**config.mk**
```make
export PLATFORM = sky130hd
export DESIGN_NAME = vec_tan
export DESIGN_NICKNAME = d
export VERILOG_FILES = /design/src/rtl/vec_tan.sv
export SDC_FILE = /design/constraint.sdc
export NUM_CORES = 1
export LEC_CHECK = 0
export CAP_MARGIN = 15
export CORE_MARGIN = 3
export CORE_UTILIZATION = 45
export CTS_CLUSTER_DIAMETER = 40
export DETAILED_ROUTE_END_ITERATION = 16
export PLACE_DENSITY = 0.66
export SETUP_SLACK_MARGIN = 0.2
export SLEW_MARGIN = 20
export SYNTH_ARGS = -nofsm -noshare
export SYNTH_HDL_FRONTEND = slang
export SYNTH_SLANG_ARGS = --single-unit
```
**constraint.sdc**
```tcl
create_clock -name clk -period 2.6 [get_ports clk]
set_input_delay 0.39 -clock clk [delete_from_list [all_inputs] [get_ports clk]]
set_output_delay 0.39 -clock clk [all_outputs]
set_load 0.02 [all_outputs]
```
**src/rtl/vec_tan.sv**
```systemverilog
// vec_tan: signed (x,y) to sign-magnitude Q16.16 tan = y/x via a serial restoring divider.
// Optional VEC_TAN_ROUND_EN: 33 iterations with a round-half-up quotient.
module vec_tan #(
  parameter int IN_W = 16
) (
  input  logic            clk,
  input  logic            rst_n,
  input  logic            in_valid,
  output logic            in_ready,
  input  logic [IN_W-1:0] in_x,
  input  logic [IN_W-1:0] in_y,
  output logic            valid,
  output logic [31:0]     tan,
  output logic [1:0]      quadrant,
  output logic            div_zero,
  output logic            sat,
  output logic            busy
);

`ifdef VEC_TAN_ROUND_EN
  localparam int N = 33;
`else
  localparam int N = 32;
`endif

  typedef enum logic [1:0] {
    S_IDLE,
    S_DIV,
    S_DONE
  } state_t;

  state_t r_state;
  state_t w_next;

  logic [IN_W:0]   r_rem;
  logic [N-1:0]    r_dvd;
  logic [N-1:0]    r_quo;
  logic [5:0]      r_cnt;
  logic [IN_W-1:0] r_div;
  logic            r_yz;
  logic            r_xneg;
  logic            r_yneg;

  logic            r_valid;
  logic [31:0]     r_tan;
  logic [1:0]      r_quad;
  logic            r_dz;
  logic            r_sat;

  logic            w_xfer;
  logic            w_last;
  logic [IN_W-1:0] w_ax;
  logic [IN_W-1:0] w_ay;
  logic [31:0]     w_d32;
  logic [N-1:0]    w_dvd0;
  logic [IN_W+1:0] w_sub;
  logic            w_ge;
  logic [IN_W:0]   w_rem;
  logic            w_vz;
  logic            w_qsat;
  logic [30:0]     w_qlo;
  logic [30:0]     w_mag;
  logic            w_dz;
  logic            w_sat;

  assign w_xfer = in_valid & in_ready;
  assign w_last = (r_cnt == 6'(N - 1));

  // Unsigned magnitudes keep -2^(IN_W-1) exact.
  assign w_ax  = in_x[IN_W-1] ? ('0 - in_x) : in_x;
  assign w_ay  = in_y[IN_W-1] ? ('0 - in_y) : in_y;
  assign w_d32 = 32'(w_ay) << 16;

`ifdef VEC_TAN_ROUND_EN
  logic [32:0] w_qr;
  assign w_dvd0 = {w_d32, 1'b0};
  assign w_qr   = {1'b0, r_quo[N-1:1]} + 33'(r_quo[0]);
  assign w_qsat = w_qr[32] | w_qr[31];
  assign w_qlo  = w_qr[30:0];
`else
  assign w_dvd0 = w_d32;
  assign w_qsat = r_quo[31];
  assign w_qlo  = r_quo[30:0];
`endif

  // One restoring step: shift in the next dividend bit, subtract if it fits.
  assign w_sub = {r_rem, r_dvd[N-1]} - {2'b00, r_div};
  assign w_ge  = ~w_sub[IN_W+1];
  assign w_rem = w_ge ? w_sub[IN_W:0]
                      : {r_rem[IN_W-1:0], r_dvd[N-1]};

  assign w_vz = (r_div == '0);

  always_comb begin
    w_mag = w_qlo;
    w_dz  = 1'b0;
    w_sat = 1'b0;
    unique case (1'b1)
      w_vz: begin
        w_mag = r_yz ? '0 : '1;
        w_dz  = ~r_yz;
      end
      (!w_vz && w_qsat): begin
        w_mag = '1;
        w_sat = 1'b1;
      end
      default: ;
    endcase
  end

  always_ff @(posedge clk or negedge rst_n) begin
    if (!rst_n) r_state <= S_IDLE;
    else        r_state <= w_next;
  end

  always_comb begin
    w_next = r_state;
    unique case (r_state)
      S_IDLE:  if (w_xfer) w_next = S_DIV;
      S_DIV:   if (w_last) w_next = S_DONE;
      S_DONE:  w_next = S_IDLE;
      default: w_next = S_IDLE;
    endcase
  end

  always_comb begin
    in_ready = 1'b0;
    busy     = 1'b0;
    unique case (r_state)
      S_IDLE:  in_ready = 1'b1;
      S_DIV:   busy = 1'b1;
      S_DONE:  busy = 1'b1;
      default: ;
    endcase
  end

  always_ff @(posedge clk or negedge rst_n) begin
    if (!rst_n) begin
      r_rem  <= '0;
      r_dvd  <= '0;
      r_quo  <= '0;
      r_cnt  <= '0;
      r_div  <= '0;
      r_yz   <= 1'b0;
      r_xneg <= 1'b0;
      r_yneg <= 1'b0;
    end else if (r_state == S_IDLE) begin
      if (w_xfer) begin
        r_rem  <= '0;
        r_dvd  <= w_dvd0;
        r_quo  <= '0;
        r_cnt  <= '0;
        r_div  <= w_ax;
        r_yz   <= (w_ay == '0);
        r_xneg <= in_x[IN_W-1];
        r_yneg <= in_y[IN_W-1];
      end
    end else if (r_state == S_DIV) begin
      r_rem <= w_rem;
      r_dvd <= {r_dvd[N-2:0], 1'b0};
      r_quo <= {r_quo[N-2:0], w_ge};
      r_cnt <= r_cnt + 6'd1;
    end
  end

  // Results land as DONE exits, so valid coincides with the first IDLE cycle.
  always_ff @(posedge clk or negedge rst_n) begin
    if (!rst_n) begin
      r_valid <= 1'b0;
      r_tan   <= '0;
      r_quad  <= '0;
      r_dz    <= 1'b0;
      r_sat   <= 1'b0;
    end else begin
      r_valid <= (r_state == S_DONE);
      if (r_state == S_DONE) begin
        r_tan  <= {r_xneg ^ r_yneg, w_mag};
        r_quad <= {r_yneg, r_xneg ^ r_yneg};
        r_dz   <= w_dz;
        r_sat  <= w_sat;
      end
    end
  end

  assign valid    = r_valid;
  assign tan      = r_tan;
  assign quadrant = r_quad;
  assign div_zero = r_dz;
  assign sat      = r_sat;

endmodule
```
# Word level (Yosys, flattened, before mapping)
# Cells that the tools add are included.
# word_totals
register_bits	145
inputBits	35
out_inout_bits	39
wordCells	61
# op_classes
add_sub_neg	4
n_eq_ne	5
muxes	24
bitwise	4
reduce_logical	10
# op_table
cell	n
2-to-1 mux 32 bit	6
2-to-1 mux 17 bit	4
case mux 31 bit (2 select lines)	1
logical NOT 16 bit	2
2-to-1 mux 16 bit	2
subtractor 1 x 16 -> 16 bit, first input constant	2
2-to-1 mux 31 bit	1
2-to-1 mux 6 bit	3
subtractor 18 x 16 -> 18 bit	1
adder 6 x 1 -> 6 bit, second input constant	1
equality test 6 x 5 -> 1 bit, second input constant	1
AND reduction 2 bit	3
2-to-1 mux 1 bit	4
2-to-1 mux 2 bit	2
!= test 2 bit, second input constant	2
case mux 2 bit (2 select lines)	1
equality test 2 x 1 -> 1 bit, second input constant	1
equality test 2 bit, second input constant	1
logical NOT 2 bit	1
inverter 1 bit	2
nonzero test 2 bit	1
OR reduction 2 bit	1
bitwise AND 1 bit	1
logical AND 1 bit	1
other kinds (2)	2

# Logic depth before layout (Yosys ltp)
# Gate-level depths: netlist (run 1).
# logic_depth
depth_word	5
depth_mapped	12
ltp_nobuf	10

# Worst setup path before layout (run 1)
# No wires, ideal clock.
# synth_path
path_kind	register -> register
startpoint	reg r_div[1]
endpoint	reg r_rem[11]
setup_time_ns	0.121
arrival_time_ns	2.271
required_time_ns	2.479
path_slack_ns	0.208
path_stages_with_launch	12
path_buffers	2
synth_period_minus_slack_ns	2.392
path_cell_list	dfrtp_1 > inv_1 > ha_1 > nor2b_1 > o2111ai_1 > a211o_1 > and4_4 > or2_1 > buf_2 > buf_6 > a32oi_1 > nand2_1
# synth_via
elab_chain_cells	4
# synth_lines
element	line_no	text
from (decl)	39	logic [IN_W-1:0] r_div;
from (signal assigned)	153	r_div <= w_ax;
subtractor 18 x 16 -> 18 bit	87	assign w_sub = {r_rem, r_dvd[N-1]} - {2'b00, r_div};
2-to-1 mux 17 bit	89	assign w_rem = w_ge ? w_sub[IN_W:0]
2-to-1 mux 17 bit	158	end else if (r_state == S_DIV) begin
2-to-1 mux 17 bit	147	end else if (r_state == S_IDLE) begin
to (signal assigned)	159	r_rem <= w_rem;
to (decl)	35	logic [IN_W:0] r_rem;
# No other way between the ends. The select of a mux whose other input is x is not followed.
# A chain may end at the register's enable or synchronous reset.

# Final worst setup path (run 1)
# layout_path
startpoint	reg r_div[0]
endpoint	reg r_rem[16]
# Same word-level chain as after synthesis.

==> summary.md, run 1 <==
| Metric | Value |
|---|---|
| Synth Area in Adders | 4.55% |
| Final setup fails | 0 |
| Clk_lat worst skew | 0.42 ns |
| Final setup TNS | 0 ns |
| GRT Total Usage | 21.2% |
| Async SR Flop Fraction | 100% |
| Final slew viol count | 0 |
| Hold_sp | r_dvd[22] |
| Flop pwr share | 28.0% |
| PortBufs | 73 |
| CP Launch Point | r_div[0] |
| Proportion of netlist area held by the largest area contributor | 47.3% |
| # fillers | 1217 |
| Vias | 5957 |
| Part of the power in combinational logic | 50.6% |
| Slew @ Worst Pin | 0.586 ns |
| Dominant combinational cell family by area after synthesis | compound AO/OA/AOI/OAI gates |
| Post-synth EDFFs | 0 |
| CTS buffer count | 17 |
| Crit path required time | 2.92 ns |
| Max_cap viols | 0 |
| Htree depth | 4 |
| FP Rows | 44 |
| Die Area | 0.0166 mm² |
| Cell count after placement | 999 |
| 1st-pass router iterations | 5 |
| Fin crit period | 2.43 ns |
| Core region area | 0.0146 mm² |
| FF+latch area | 0.00320 mm² |
| Clk buf depth | 2 |
| Post-synthesis mux area share | 1.20% |
| VDD IR-drop max | 0.557 mV |
| Post-route DRC | 0 |
| Hpwl dp | 11900 µm |
| Post-DR wirelength/cell | 16.5 µm |
| Register clock-pin slew on the reported worst setup and hold paths | 0.06 ns |
| Post-synth net total | 799 |
| Final core utilization | 60.8% |
| Fmax | 0.412 GHz |
| Pre-CTS setup slack | -0.116 ns |
| Power per standard cell area | 1250 mW/mm² |
| Fin Hold WS | 0.491 ns |
| Final hold vios | 0 |
| Io pins | 74 |
| CTS Root Cell | clkbuf_16 |
| Starting Density | 46.2% |
| Multi-input gate area | 0.00354 mm² |
| Antenna Nets Post-Route | 0 |
| LEAKAGE | 3.86 nW |
| Max-slew headroom | 60.9% |
| Post-route clock period utilization | 93.3% |
| Seq/Total Area, Yosys | 47.3% |
| Clock share of power | 21.3% |
| DRT iter0 DRCs | 446 |
| Crit Path Class | reg -> reg |
| Non-Filler Instances | 1047 |
| Die H | 129 µm |
| Remaining global-route overflow | 0 |
| Post-synth top flop | dfrtp_1 |
| Worst setup SP type | flop |
| Worst Hold Class | reg -> reg |
| Skew final | 0.0145 ns |
| Final WS setup | 0.174 ns |
| Post-synthesis xor/xnor area fraction | 4.27% |
| Post-synth cell types | 58 |
| Synthesized instance count | 740 |
| Post-synth top area cell | dfrtp_1 |
| Mapped cell area | 0.00677 mm² |
| RSZ-0062 raised after global routing | true |
| Mean Syn Cell Area | 9.15 µm² |
| Number of global-route vias before repair | 5810 |
| Sw Share | 40.5% |
| Synth Area in Compound Gates | 21.1% |
| Gpl congestion | 0.907 |
| Simple-Gate Fraction of Synth Area | 17.4% |
| Yosys reg bits | 128 |
| Critical-path maximum fanout | 3 |
| Largest net degree at the start of global routing | 45 |
| Status | finished, final reports clean |
| Routed vias/inst | 5.69 |
| TritonCTS clock tree | done |
| Internal cell power | 6.61 mW |
| Top cells by area, synth | dfrtp_1 (47%), nand2_1 (6.2%), a21oi_1 (4.4%), a22o_1 (4.3%), ha_1 (4.3%) |
| Sink Count | 128 |
| First-pass GRT wire length | 28500 µm |
| Die width | 129 µm |
| Net Sw Power | 4.50 mW |
| Initial antenna violation count | 0 |
| Fin nets | 909 |
| Share of cells above drive strength 1 | 16.2% |
| Most frequent cells after synthesis | dfrtp_1 (128), nand2_1 (112), a21oi_1 (60), nor2_1 (60), o21ai_0 (54) |
| Antenna cells | 0 |
| FF-to-FF Start | r_div[0] |
| P&R area growth vs syn | 31.5% |
| Worst EP arrival | 2.74 ns |
| Total routed wirelength | 17300 µm |
| Crit end category | flop |
| Most common cell in the netlist | dfrtp_1 |
| Yosys warning count | 0 |
[path summary, 6_finish.rpt]
check | to | slack [ns] | cells after the start
min reg2reg | r_dvd[22] | 0.49 | 1
max | r_rem[16] | 0.17 | 9
min | r_dvd[22] | 0.49 | 1
max reg2reg | r_rem[16] | 0.17 | 9
min in group asynchronous | r_rem[6] | 0.52 | 2
max in group asynchronous | r_quo[27] | 1.33 | 3
[critical path, stage by stage (launching register included)]
cell and delay, ns:
dfrtp_1 0.41, ha_2 0.22, fa_2 0.37, nor2b_2 0.17
o2111ai_2 0.17, a21oi_2 0.22, nor3_2 0.08, o311a_1 0.39
a2bb2oi_1 0.16, o211ai_1 0.13
[state kept, by name (all words and copies together) (netlist names), 2 cells and up]
register / count
r_rem: 17
r_quo: 32
r_state: 2
r_div: 16
r_dvd: 16
quadrant: 2
r_cnt: 6
tan: 31
[repair_timing]
action | in CTS | in global routing
buffers inserted | 9 | 6
hold endpoints to repair | 34 | 0
setup endpoints to repair | 18 | 19
hold buffers | 1 | 0
resized for setup | 27 | 27
pin swaps | 4 | 17
[metal layers]
layer  global-route usage [%]  up-vias  wire length (µm)  share of wire, %
li1                         -     2868                 -                 -
met1                     29.9     2899              8130                47
met2                     32.8      174              8190                47
met3                     4.94       16               806               4.7
met4                     6.55        0               186               1.1
met5                        0        -                 0                 0
[cell families after synthesis]
| family | count (synthesis) |
|---|---|
| flip-flops | 128 |
| multiplexers | 8 |
| buffers and inverters | 72 |
| AO/OA/AOI/OAI | 219 |
| XOR/XNOR | 33 |
| AND/OR/NAND/NOR | 256 |
| adder cells (fa/ha/maj) | 24 |
[power groups by stage]
| stage | combinational (mW) | clock, mW | sequential, mW |
|---|---|---|---|
| finish | 5.62 | 2.37 | 3.11 |
| global route | 6.15 | 2.50 | 3.19 |
| CTS | 5.34 | 2.41 | 3.10 |
| detailed placement | 4.94 | 0 | 3.13 |
| global placement | 4.85 | 0 | 3.10 |
| floorplan | 2.80 | 0 | 3.35 |
[cell type report]
type | instances | share of cell area (%)
Clock inverter | 14 | 1.74
Tap cell | 184 | 2.59
Timing Repair Buffer | 132 | 13.7
Inverter | 31 | 1.31
Clock buffer | 18 | 4.82
Sequential cell | 128 | 36.0
Multi-Input combinational cell | 540 | 39.8
[through the flow]
step	instance area, µm²	power [mW]
after floorplan	6770	6.15
final	8900	11.1
after detailed placement	7940	8.07
after global routing	8900	11.8
after CTS	8770	10.9
after global placement	7940	7.94
[placed cells by master (no fill, tap or decap), drive strengths merged, types with 21 or more instances in the layout]
master           n
dfrtp          128
buf             59
nand3           24
nor2            60
ha              23
xor2            21
a21oi           60
a22o            33
nand2          112
inv             36
o21ai           55
clkdlybuf4s50   72
Power figures use the tool's default switching activity.
==> run 2: changes to the inputs <==
--- a/config.mk
+++ b/config.mk
@@ -6,11 +6,14 @@
 export NUM_CORES = 1
 export LEC_CHECK = 0
 export CAP_MARGIN = 15
+export CELL_PAD_IN_SITES_DETAIL_PLACEMENT = 1
+export CELL_PAD_IN_SITES_GLOBAL_PLACEMENT = 1
 export CORE_MARGIN = 3
-export CORE_UTILIZATION = 45
+export CORE_UTILIZATION = 44
 export CTS_CLUSTER_DIAMETER = 40
 export DETAILED_ROUTE_END_ITERATION = 16
-export PLACE_DENSITY = 0.66
+export GPL_TIMING_DRIVEN = 1
+export PLACE_DENSITY = 0.92
 export SETUP_SLACK_MARGIN = 0.2
 export SLEW_MARGIN = 20
 export SYNTH_ARGS = -nofsm -noshare
==> run 2 against run 1 <==
The run now ends with negative hold slack, negative setup slack left. Global-route usage up 14 points. Combinational power up 31%. Core utilization increased by 1.8 points. Fmax decreased by 10%. First-iteration DRC count grew 110%. Sequential share of layout area is 1.4 points lower.
==> summary.md, run 2 (synthesis gave the netlist of run 1 again) <==
| Metric | Value |
|---|---|
| TritonCTS clock tree | done |
| CP max stage cell | ha_1 |
| DR WL met3 | 3080 µm |
| Worst EP arrival | 3.00 ns |
| FF+latch area | 0.00321 mm² |
| P&R area growth vs syn | 36.9% |
| Starting Density | 45.7% |
| Largest stage delay on the critical path | 0.49 ns |
| # fillers | 1590 |
| M1 wire length | 11700 µm |
| Largest Register | r_quo |
| Crit end category | flop |
| 1st-pass router iterations | 5 |
| Commonest non-fill, non-tap cell in the layout | dfrtp_1 |
| Remaining global-route overflow | 0 |
| Final slew viol count | 0 |
| Final setup fails | 11 |
| Antenna Nets Post-Route | 0 |
| Fin nets | 926 |
| Final Instance Area | 0.00927 mm² |
| Largest net degree at the start of global routing | 47 |
| First-pass GRT wire length | 44500 µm |
| DR WL met2 | 15400 µm |
| Sink Count | 128 |
| Fin crit period | 2.71 ns |
| Post-route clock period utilization | 104% |
| Final WS setup | -0.109 ns |
| Clk buf depth | 2 |
| Fmax | 0.369 GHz |
| GRT Total Usage | 34.9% |
| Die width | 130 µm |
| Flop pwr share | 25.4% |
| Multi-input gate area | 0.00378 mm² |
| Htree depth | 4 |
| Pre-CTS setup slack | -0.116 ns |
| Skew final | 0.0158 ns |
| Post-DR wirelength/cell | 31.2 µm |
| Antenna cells | 0 |
| Crit-path cells | ha_1 > o2111ai_2 > a211o_1 > and4_4 > or2_4 > buf_8 > a32oi_1 > o21ai_0 |
| Worst r2r dst | r_rem[12] |
| Final core utilization | 62.6% |
| Area after DPL | 0.00791 mm² |
| Part of the power in combinational logic | 56.1% |
| Sw Share | 47.1% |
| DRT iter0 DRCs | 917 |
| Register clock-pin slew on the reported worst setup and hold paths | 0.06 ns |
| Die Area | 0.0169 mm² |
| Status | finished, violations left |
| Reg2reg path depth | 8 |
| Fin Hold WS | -0.0117 ns |
| Number of global-route vias before repair | 7486 |
| Die H | 130 µm |
| Share of cells above drive strength 1 | 21.7% |
| Final hold vios | 7 |
| Vias | 7496 |
| Routed vias/inst | 7.05 |
| FF-to-FF Start | r_rem[1] |
| Crit path required time | 2.89 ns |
| Net Sw Power | 6.21 mW |
| LEAKAGE | 4.01 nW |
| Failing checks | negative hold slack, negative setup slack |
| Cell count after placement | 997 |
| VDD IR-drop max | 0.570 mV |
| Max_cap viols | 0 |
| Final setup TNS | -0.317 ns |
| Clock share of power | 18.5% |
| Non-Filler Instances | 1064 |
| RSZ-0062 raised after global routing | true |
| Total routed wirelength | 33200 µm |
| FP Rows | 44 |
| Io pins | 74 |
| Worst setup SP type | flop |
| Slew @ Worst Pin | 0.810 ns |
| Initial antenna violation count | 1 |
| Worst Hold Class | in -> async |
| Gpl congestion | 0.936 |
| R2R Setup Slk | -0.11 ns |
| CTS Root Cell | clkbuf_16 |
| Clk_lat worst skew | 0.43 ns |
| Internal cell power | 6.97 mW |
| PortBufs | 73 |
| Max-slew headroom | 45.9% |
| Commonest non-fill, non-tap cells in the layout | dfrtp_1 (125), nand2_1 (109), clkdlybuf4s50_1 (71) |
| Post-route DRC | 0 |
| Power per standard cell area | 1420 mW/mm² |
| CTS buffer count | 17 |
| Crit Path Class | reg -> reg |
| Max reg flops | 32 |
| Core region area | 0.0148 mm² |
| Top Layer Used | met5 |
| Hpwl dp | 14800 µm |
| Pwr Total | 13.2 mW |
| Critical-path maximum fanout | 6 |
## run 2: changes by cell type in the layout (fill, tap and decap cells not counted), moves of 3 or more
cell	delta
nand3_1	-3
a21oi_2	+7
inv_2	+3
inv_1	-3
clkinv_2	-3
dfrtp_1	-3
a21oi_1	-8
clkinvlp_4	+4
dfrtp_2	+3
buf_4	+15
nand2_1	-3
ha_4	+3
ha_1	-3
## run 2: critical path: cells and delay by family (launching register included)
family / cells / cell delay, ns
AO/OA/AOI/OAI: 4 / 0.98
adder cells (fa/ha/maj): 1 / 0.49
AND/OR/NAND/NOR: 2 / 0.48
flip-flops: 1 / 0.46
buffers and inverters: 1 / 0.15
## run 2: power groups by stage
stage / combinational, mW / sequential (mW) / clock [mW]
2_1_floorplan: 2.80 / 3.35 / 0
3_3_place_gp: 4.76 / 3.08 / 0
3_5_place_dp: 5.09 / 3.16 / 0
4_1_cts: 6.07 / 3.19 / 2.37
5_1_grt: 7.65 / 3.35 / 2.52
6_report: 7.39 / 3.35 / 2.44
## run 2: how the worst max path moves through the flow
stage / from / to / cells past startpoint
after floorplan: r_div[1] / r_rem[11] / 11
after global placement: in_x[8] / r_div[13] / 6
after detailed placement: in_y[6] / r_dvd[29] / 8
after CTS: r_div[3] / r_rem[0] / 8
after global routing: r_rem[1] / r_rem[12] / 8
final: r_rem[1] / r_rem[12] / 8
## run 2: per-layer routing
layer	GRT usage, %	vias up
li1	-	2900
met1	42.0	3670
met2	57.3	655
met3	7.57	269
met4	21.0	2
met5	0	-
## run 2: cell type report
cell class / count / share of cell area [%]
sequential: 128 / 34.6
clock inverter: 10 / 1.11
clock buffer: 22 / 5.01
multi-input combinational: 540 / 40.8
timing repair buffer: 149 / 14.8
inverter: 31 / 1.26
tap: 184 / 2.48
## run 2: repair_timing
| action | 4_1_cts | 5_1_grt |
|---|---|---|
| endpoints found under the hold margin | 0 | 0 |
| resized for setup | 61 | 46 |
| hold buffers | 0 | 0 |
| pin swaps | 19 | 18 |
| setup buffers | 17 | 17 |
| cloned | 0 | 1 |
| endpoints found under the setup margin | 26 | 56 |
